<file path="config.mk">
export PLATFORM = sky130hd
export DESIGN_NAME = exe_mem_stage_reg
export DESIGN_NICKNAME = d
export VERILOG_FILES = /design/src/rtl/pipe_pkg.sv /design/src/rtl/acc_align_check.sv /design/src/rtl/exe_mem_stage_reg.sv
export SDC_FILE = /design/constraint.sdc
export NUM_CORES = 1
export LEC_CHECK = 0
export ABC_AREA = 0
export BUFFER_PORTS_ARGS = -buffer_cell sky130_fd_sc_hd__clkbuf_2
export CORE_MARGIN = 2
export CORE_UTILIZATION = 35
export CTS_CLUSTER_SIZE = 28
export DETAILED_ROUTE_END_ITERATION = 10
export GPL_TIMING_DRIVEN = 1
export PLACE_DENSITY = 0.59
export SYNTH_ARGS = -nofsm -noshare
export SYNTH_HDL_FRONTEND = slang
export SYNTH_HIERARCHICAL = 1
export SYNTH_SLANG_ARGS = --single-unit
export TNS_END_PERCENT = 50
</file>
<file path="constraint.sdc">
create_clock -name clk -period 6.1 [get_ports clk]
set_input_delay 0.305 -clock clk [delete_from_list [all_inputs] [get_ports clk]]
set_output_delay 0.305 -clock clk [all_outputs]
set_load 0.02 [all_outputs]
</file>
<file path="src/rtl/pipe_pkg.sv">
// Shared pipeline types: access sizes, register width, control bundle.
package pipe_pkg;

  localparam logic [1:0] ACC_BYTE = 2'd0;
  localparam logic [1:0] ACC_HALF = 2'd1;
  localparam logic [1:0] ACC_WORD = 2'd2;

  localparam int REG_AW = 5;

  typedef struct packed {
    logic       mem_read;
    logic       mem_write;
    logic       reg_write;
    logic       mem_to_reg;
    logic [1:0] acc_size;
  } ctrl_t;

endpackage

</file>
<file path="src/rtl/acc_align_check.sv">
// Combinational access-size alignment check (LSB at highest byte address).
module acc_align_check
  import pipe_pkg::*;
(
  input  logic [1:0] addr,
  input  logic [1:0] size,
  input  logic       mem_en,
  output logic       misalign
);

  logic w_bad;

  // Size 3 is reserved and checked as a word.
  always_comb begin
    w_bad = 1'b0;
    case (size)
      ACC_BYTE: w_bad = 1'b0;
      ACC_HALF: w_bad = ~addr[0];
      default:  w_bad = (addr != 2'b11);
    endcase
  end

  assign misalign = mem_en & w_bad;

endmodule

</file>
<file path="src/rtl/exe_mem_stage_reg.sv">
// EXE/MEM pipeline register with stall, flush, alignment check, stall counter.
// Optional MISALIGN_TRAP_EN: suppress misaligned accesses, sticky Misalign.
module exe_mem_stage_reg #(
  parameter int CNT_W  = 16,
  parameter int REG_AW = pipe_pkg::REG_AW
) (
  input  logic              clk,
  input  logic              rst,
  input  logic              stall,
  input  logic              flush,
  input  logic [31:0]       EXE_ALU_Result,
  input  logic [31:0]       EXE_Rt,
  input  logic [REG_AW-1:0] EXE_WriteReg,
  input  logic              EXE_MemRead,
  input  logic              EXE_MemWrite,
  input  logic              EXE_RegWrite,
  input  logic              EXE_MemToReg,
  input  logic [1:0]        EXE_AccSize,
  output logic [31:0]       EXE_MEM_Address,
  output logic [31:0]       EXE_MEM_Rt,
  output logic [REG_AW-1:0] EXE_MEM_WriteReg,
  output logic              EXE_MEM_MemRead,
  output logic              EXE_MEM_MemWrite,
  output logic              EXE_MEM_RegWrite,
  output logic              EXE_MEM_MemToReg,
  output logic [1:0]        EXE_MEM_AccSize,
  output logic              EXE_MEM_Valid,
  output logic              Misalign,
  output logic [CNT_W-1:0]  StallCount
);

  import pipe_pkg::*;

  logic [31:0]       r_addr;
  logic [31:0]       r_rt;
  logic [REG_AW-1:0] r_wreg;
  ctrl_t             r_ctrl;
  logic              r_valid;
  logic              r_mis;
  logic [CNT_W-1:0]  r_cnt;

  ctrl_t w_ctrl;
  ctrl_t w_cap_ctrl;
  logic  w_mis;
  logic  w_cnt_max;

  acc_align_check u_align (
    .addr     (EXE_ALU_Result[1:0]),
    .size     (EXE_AccSize),
    .mem_en   (EXE_MemRead | EXE_MemWrite),
    .misalign (w_mis)
  );

  always_comb begin
    w_ctrl            = '0;
    w_ctrl.mem_read   = EXE_MemRead;
    w_ctrl.mem_write  = EXE_MemWrite;
    w_ctrl.reg_write  = EXE_RegWrite;
    w_ctrl.mem_to_reg = EXE_MemToReg;
    w_ctrl.acc_size   = EXE_AccSize;
  end

`ifdef MISALIGN_TRAP_EN
  // A trapped access must never reach memory or the register file.
  always_comb begin
    w_cap_ctrl = w_ctrl;
    if (w_mis) begin
      w_cap_ctrl.mem_read  = 1'b0;
      w_cap_ctrl.mem_write = 1'b0;
      w_cap_ctrl.reg_write = 1'b0;
    end
  end
`else
  assign w_cap_ctrl = w_ctrl;
`endif

  assign w_cnt_max = (r_cnt == {CNT_W{1'b1}});

  always_ff @(posedge clk or posedge rst) begin
    if (rst) begin
      r_addr  <= '0;
      r_rt    <= '0;
      r_wreg  <= '0;
      r_ctrl  <= '0;
      r_valid <= 1'b0;
      r_mis   <= 1'b0;
      r_cnt   <= '0;
    end else if (flush) begin
      r_addr  <= '0;
      r_rt    <= '0;
      r_wreg  <= '0;
      r_ctrl  <= '0;
      r_valid <= 1'b0;
`ifndef MISALIGN_TRAP_EN
      r_mis   <= 1'b0;
`endif
    end else if (stall) begin
      if (r_valid && !w_cnt_max)
        r_cnt <= r_cnt + 1'b1;
    end else begin
      r_addr  <= EXE_ALU_Result;
      r_rt    <= EXE_Rt;
      r_wreg  <= EXE_WriteReg;
      r_ctrl  <= w_cap_ctrl;
      r_valid <= 1'b1;
`ifdef MISALIGN_TRAP_EN
      r_mis   <= r_mis | w_mis;
`else
      r_mis   <= w_mis;
`endif
    end
  end

  assign EXE_MEM_Address  = r_addr;
  assign EXE_MEM_Rt       = r_rt;
  assign EXE_MEM_WriteReg = r_wreg;
  assign EXE_MEM_MemRead  = r_ctrl.mem_read;
  assign EXE_MEM_MemWrite = r_ctrl.mem_write;
  assign EXE_MEM_RegWrite = r_ctrl.reg_write;
  assign EXE_MEM_MemToReg = r_ctrl.mem_to_reg;
  assign EXE_MEM_AccSize  = r_ctrl.acc_size;
  assign EXE_MEM_Valid    = r_valid;
  assign Misalign         = r_mis;
  assign StallCount       = r_cnt;

endmodule

</file>
==> impl_metrics.env <==
export IMPL_status="completed"
export IMPL_end_kind="register"
export IMPL_placed_cell_area_mm2=0.004890
export IMPL_worstMarginPinSlew_ns=0.8183
export IMPL_dr_total_vias=3017
export IMPL_die_h_um=109.7
export IMPL_hold_viol=0
export IMPL_dieArea_mm2=0.01204
export IMPL_yosys_warnings=6
export IMPL_drc_errors=0
export IMPL_diodes=0
export IMPL_ys_types=34
export IMPL_rr_startpoint="StallCount[0]"
export IMPL_worstPathBufferInverterCount=0
export IMPL_first_iter_violations=183
export IMPL_clock_latency_ns=0.37
export IMPL_first_pass_iters=4
export IMPL_fp_row_count=38
export IMPL_start_util_pct=35.95
export IMPL_endpoint="StallCount[1]"
export IMPL_cp_slowest_cell="nor4_4"
export IMPL_peakVddDrop_v=0.0001400
export IMPL_setup_violations_final=0
export IMPL_nets=573
export IMPL_arrival_ns=2.17
export IMPL_path_cells="ha_1 > nand3_2 > nor4_4 > nor2_2 > mux2_4"
export IMPL_drt_total_wl_um=8986
export IMPL_power_density_mw_per_mm2=271.3
export IMPL_fmax_mhz=524.2
export IMPL_synth_nets=406
export IMPL_p_leak_nw=2.953
export IMPL_numCtsBuffers=9
export IMPL_syn_inst=326
export IMPL_path_depth=5
export IMPL_hpwlAfterDp_um=6321
export IMPL_grt_ovfl_total=0
export IMPL_cts_sinks=93
export IMPL_post_route_util_pct=47.07
export IMPL_period_minus_slack_ns=1.908
export IMPL_seq_area_frac_synth_pct=59.46
export IMPL_port_buffers=171
export IMPL_maxSlewViolCount=0
export IMPL_ant_nets=0
export IMPL_antenna_found_initial=0
export IMPL_required_ns=6.36
export IMPL_power_mw=1.390
export IMPL_avgSynthCellArea_um2=12.01
export IMPL_cp_max_fo=8
export IMPL_slew_headroom_pct=45.45
export IMPL_fp_dieW_um=109.7
export IMPL_h_tree_depth=3
export IMPL_r2r_end="StallCount[1]"
export IMPL_cp_startpoint="StallCount[0]"
export IMPL_cap_violations=0
export IMPL_grt_first_pass_wirelength_um=14250
export IMPL_critPathMaxStageDelay_ns=0.52
export IMPL_rsz0062_at_grt="false"
export IMPL_coreArea_mm2=0.01089
export IMPL_r2r_cells=5
export IMPL_finalSetupTns_ns=0
export IMPL_grt_total_usage_pct=15.54
export IMPL_reg2reg_setup_slack_ns=4.19
export IMPL_clk_path_buf_depth=2
export IMPL_hold_path_class="in2reg"
export IMPL_layout_drive_gt1_share_pct=40.36
export IMPL_synth_seq_cells=93
export IMPL_grt_pass1_vias=2989
export IMPL_wl_per_cell_um=14.08
export IMPL_cts_tree="yes"
export IMPL_area_delta_synth_final_pct=30.95
export IMPL_syn_area_mm2=0.003914
export IMPL_grt_max_degree=80
export IMPL_dp_cells=621
export IMPL_gp_congestion=0.7097
export IMPL_fin_crit_sh_pct=31.27
export IMPL_worst_setup_path_type="reg2reg"
export IMPL_io_pins=172
export IMPL_via_per_inst=4.729
export IMPL_fillers=1047
export IMPL_startpoint_type="register"
export IMPL_final_cell_area_mm2=0.005125
export IMPL_fin_skew_ns=0.007282
export IMPL_stdcell_count=638
export IMPL_path_clk_slew_ns=0.09
export IMPL_cts_root_buf="clkbuf_8"
export IMPL_cpLargestDelayFamily="simple AND/OR/NAND/NOR gates"
## layout by cell type, fill, tap and decap left out, drive strengths merged, types with 3 or more instances in the layout
cell | netlist | final
nand2 | 6 | 6
xor2 | 12 | 12
nand4 | 5 | 5
nor2 | 85 | 85
dfrtp | 93 | 93
mux2i | 76 | 76
nor3 | 4 | 4
clkbuf | 10 | 182
nor4 | 3 | 3
buf | 9 | 4
## cell families (layout without fill, tap and decap cells)
kind of cell,count (synthesis),count (layout),synth area share (%)
xor gates and xnor gates,13,13,2.909
AOI/OAI and AO/OA,6,6,1.087
muxes,77,77,19.82
and+or+nand+nor,115,115,14.10
buffers and inverters,21,193,2.302
DFF,93,93,59.46
adders and majority gates,1,1,0.3196
## state kept, by name, summed over array words and instances (netlist names), 2 cells and up
| signal | flops |
|---|---|
| EXE_MEM_AccSize | 2 |
| EXE_MEM_Rt | 32 |
| EXE_MEM_Address | 32 |
| StallCount | 16 |
| EXE_MEM_WriteReg | 5 |
## metal layers
layer	wire length (µm)	GRT usage [%]
met2	4228	25.00
met3	756	5.513
met5	0	0
met1	3826	18.46
met4	175	7.595
## metrics by stage
stage / setup slack (ns) / hold slack [ns]
floorplan: 3.375 / 0.4580
global placement: 4.064 / 0.3987
detailed placement: 4.041 / 0.4075
CTS: 4.188 / 0.1502
global route: 4.077 / 0.1597
finish: 4.192 / 0.1729
## cells in the mapped netlist
master / instances / share of area [%]
dfrtp_1: 93 / 59
nor2_1: 84 / 8.1
mux2i_1: 76 / 19
xor2_1: 12 / 2.7
clkbuf_1: 10 / 0.96
buf_2: 9 / 1.2
nand2_1: 6 / 0.58
nor3_1: 4 / 0.51
nand4_2: 3 / 0.96
a21oi_1: 2 / 0.26
and3_1: 2 / 0.32
inv_1: 2 / 0.19
nand4_1: 2 / 0.32
a21boi_1: 1 / 0.19
a41oi_1: 1 / 0.22
and3b_1: 1 / 0.22
and4_1: 1 / 0.22
and4_2: 1 / 0.26
ha_1: 1 / 0.32
mux2_4: 1 / 0.38
nand2b_1: 1 / 0.16
nand3_1: 1 / 0.13
nand3_2: 1 / 0.26
nand3b_1: 1 / 0.19
nor2_2: 1 / 0.16
nor3b_1: 1 / 0.19
nor4_1: 1 / 0.16
nor4_2: 1 / 0.32
nor4_4: 1 / 0.54
nor4b_2: 1 / 0.38
o2111ai_1: 1 / 0.22
o21bai_1: 1 / 0.19
or2_2: 1 / 0.16
xnor2_1: 1 / 0.22
## how the worst min path moves through the flow
stage	start	endpoint	slack, ns	depth (start not counted)
2_1_floorplan	EXE_AccSize[0]	EXE_MEM_AccSize[0]	0.46	2
3_3_place_gp	rst	EXE_MEM_Address[18]	0.40	2
3_5_place_dp	rst	EXE_MEM_Address[15]	0.41	2
4_1_cts	EXE_RegWrite	EXE_MEM_RegWrite	0.15	3
5_1_grt	EXE_Rt[4]	EXE_MEM_Rt[4]	0.16	3
6_report	EXE_RegWrite	EXE_MEM_RegWrite	0.17	3
## layout make-up
cell class | instances | area [µm²] | area share [%]
multi-input combinational | 212 | 1496 | 29.20
clock inverter | 4 | 70.07 | 1.367
sequential | 93 | 2327 | 45.41
clock buffer | 12 | 155.1 | 3.027
tap | 140 | 175.2 | 3.418
inverter | 2 | 10.01 | 0.1953
timing repair buffer | 175 | 890.9 | 17.38
## power by group
| part | internal (mW) | leakage [nW] | switching (mW) |
|---|---|---|---|
| combinational | 0.0913 | 1.60 | 0.140 |
| sequential | 0.657 | 1.24 | 0.0354 |
| clock | 0.252 | 0.116 | 0.215 |
| total | 1.00 | 2.95 | 0.390 |
## worst min-delay path: cells and delay by family
family                 cells  cell delay (ns)
and+or+nand+nor            1             0.07
buffers and inverters      1             0.07
muxes                      1             0.05
## timing repair
item / 4_1_cts / 5_1_grt
resized for setup: 0 / 0
buffers inserted: 0 / 0
hold endpoints to repair: 23 / 0
hold buffers: 1 / 0
No activity file was read; power rests on OpenSTA's default activity.
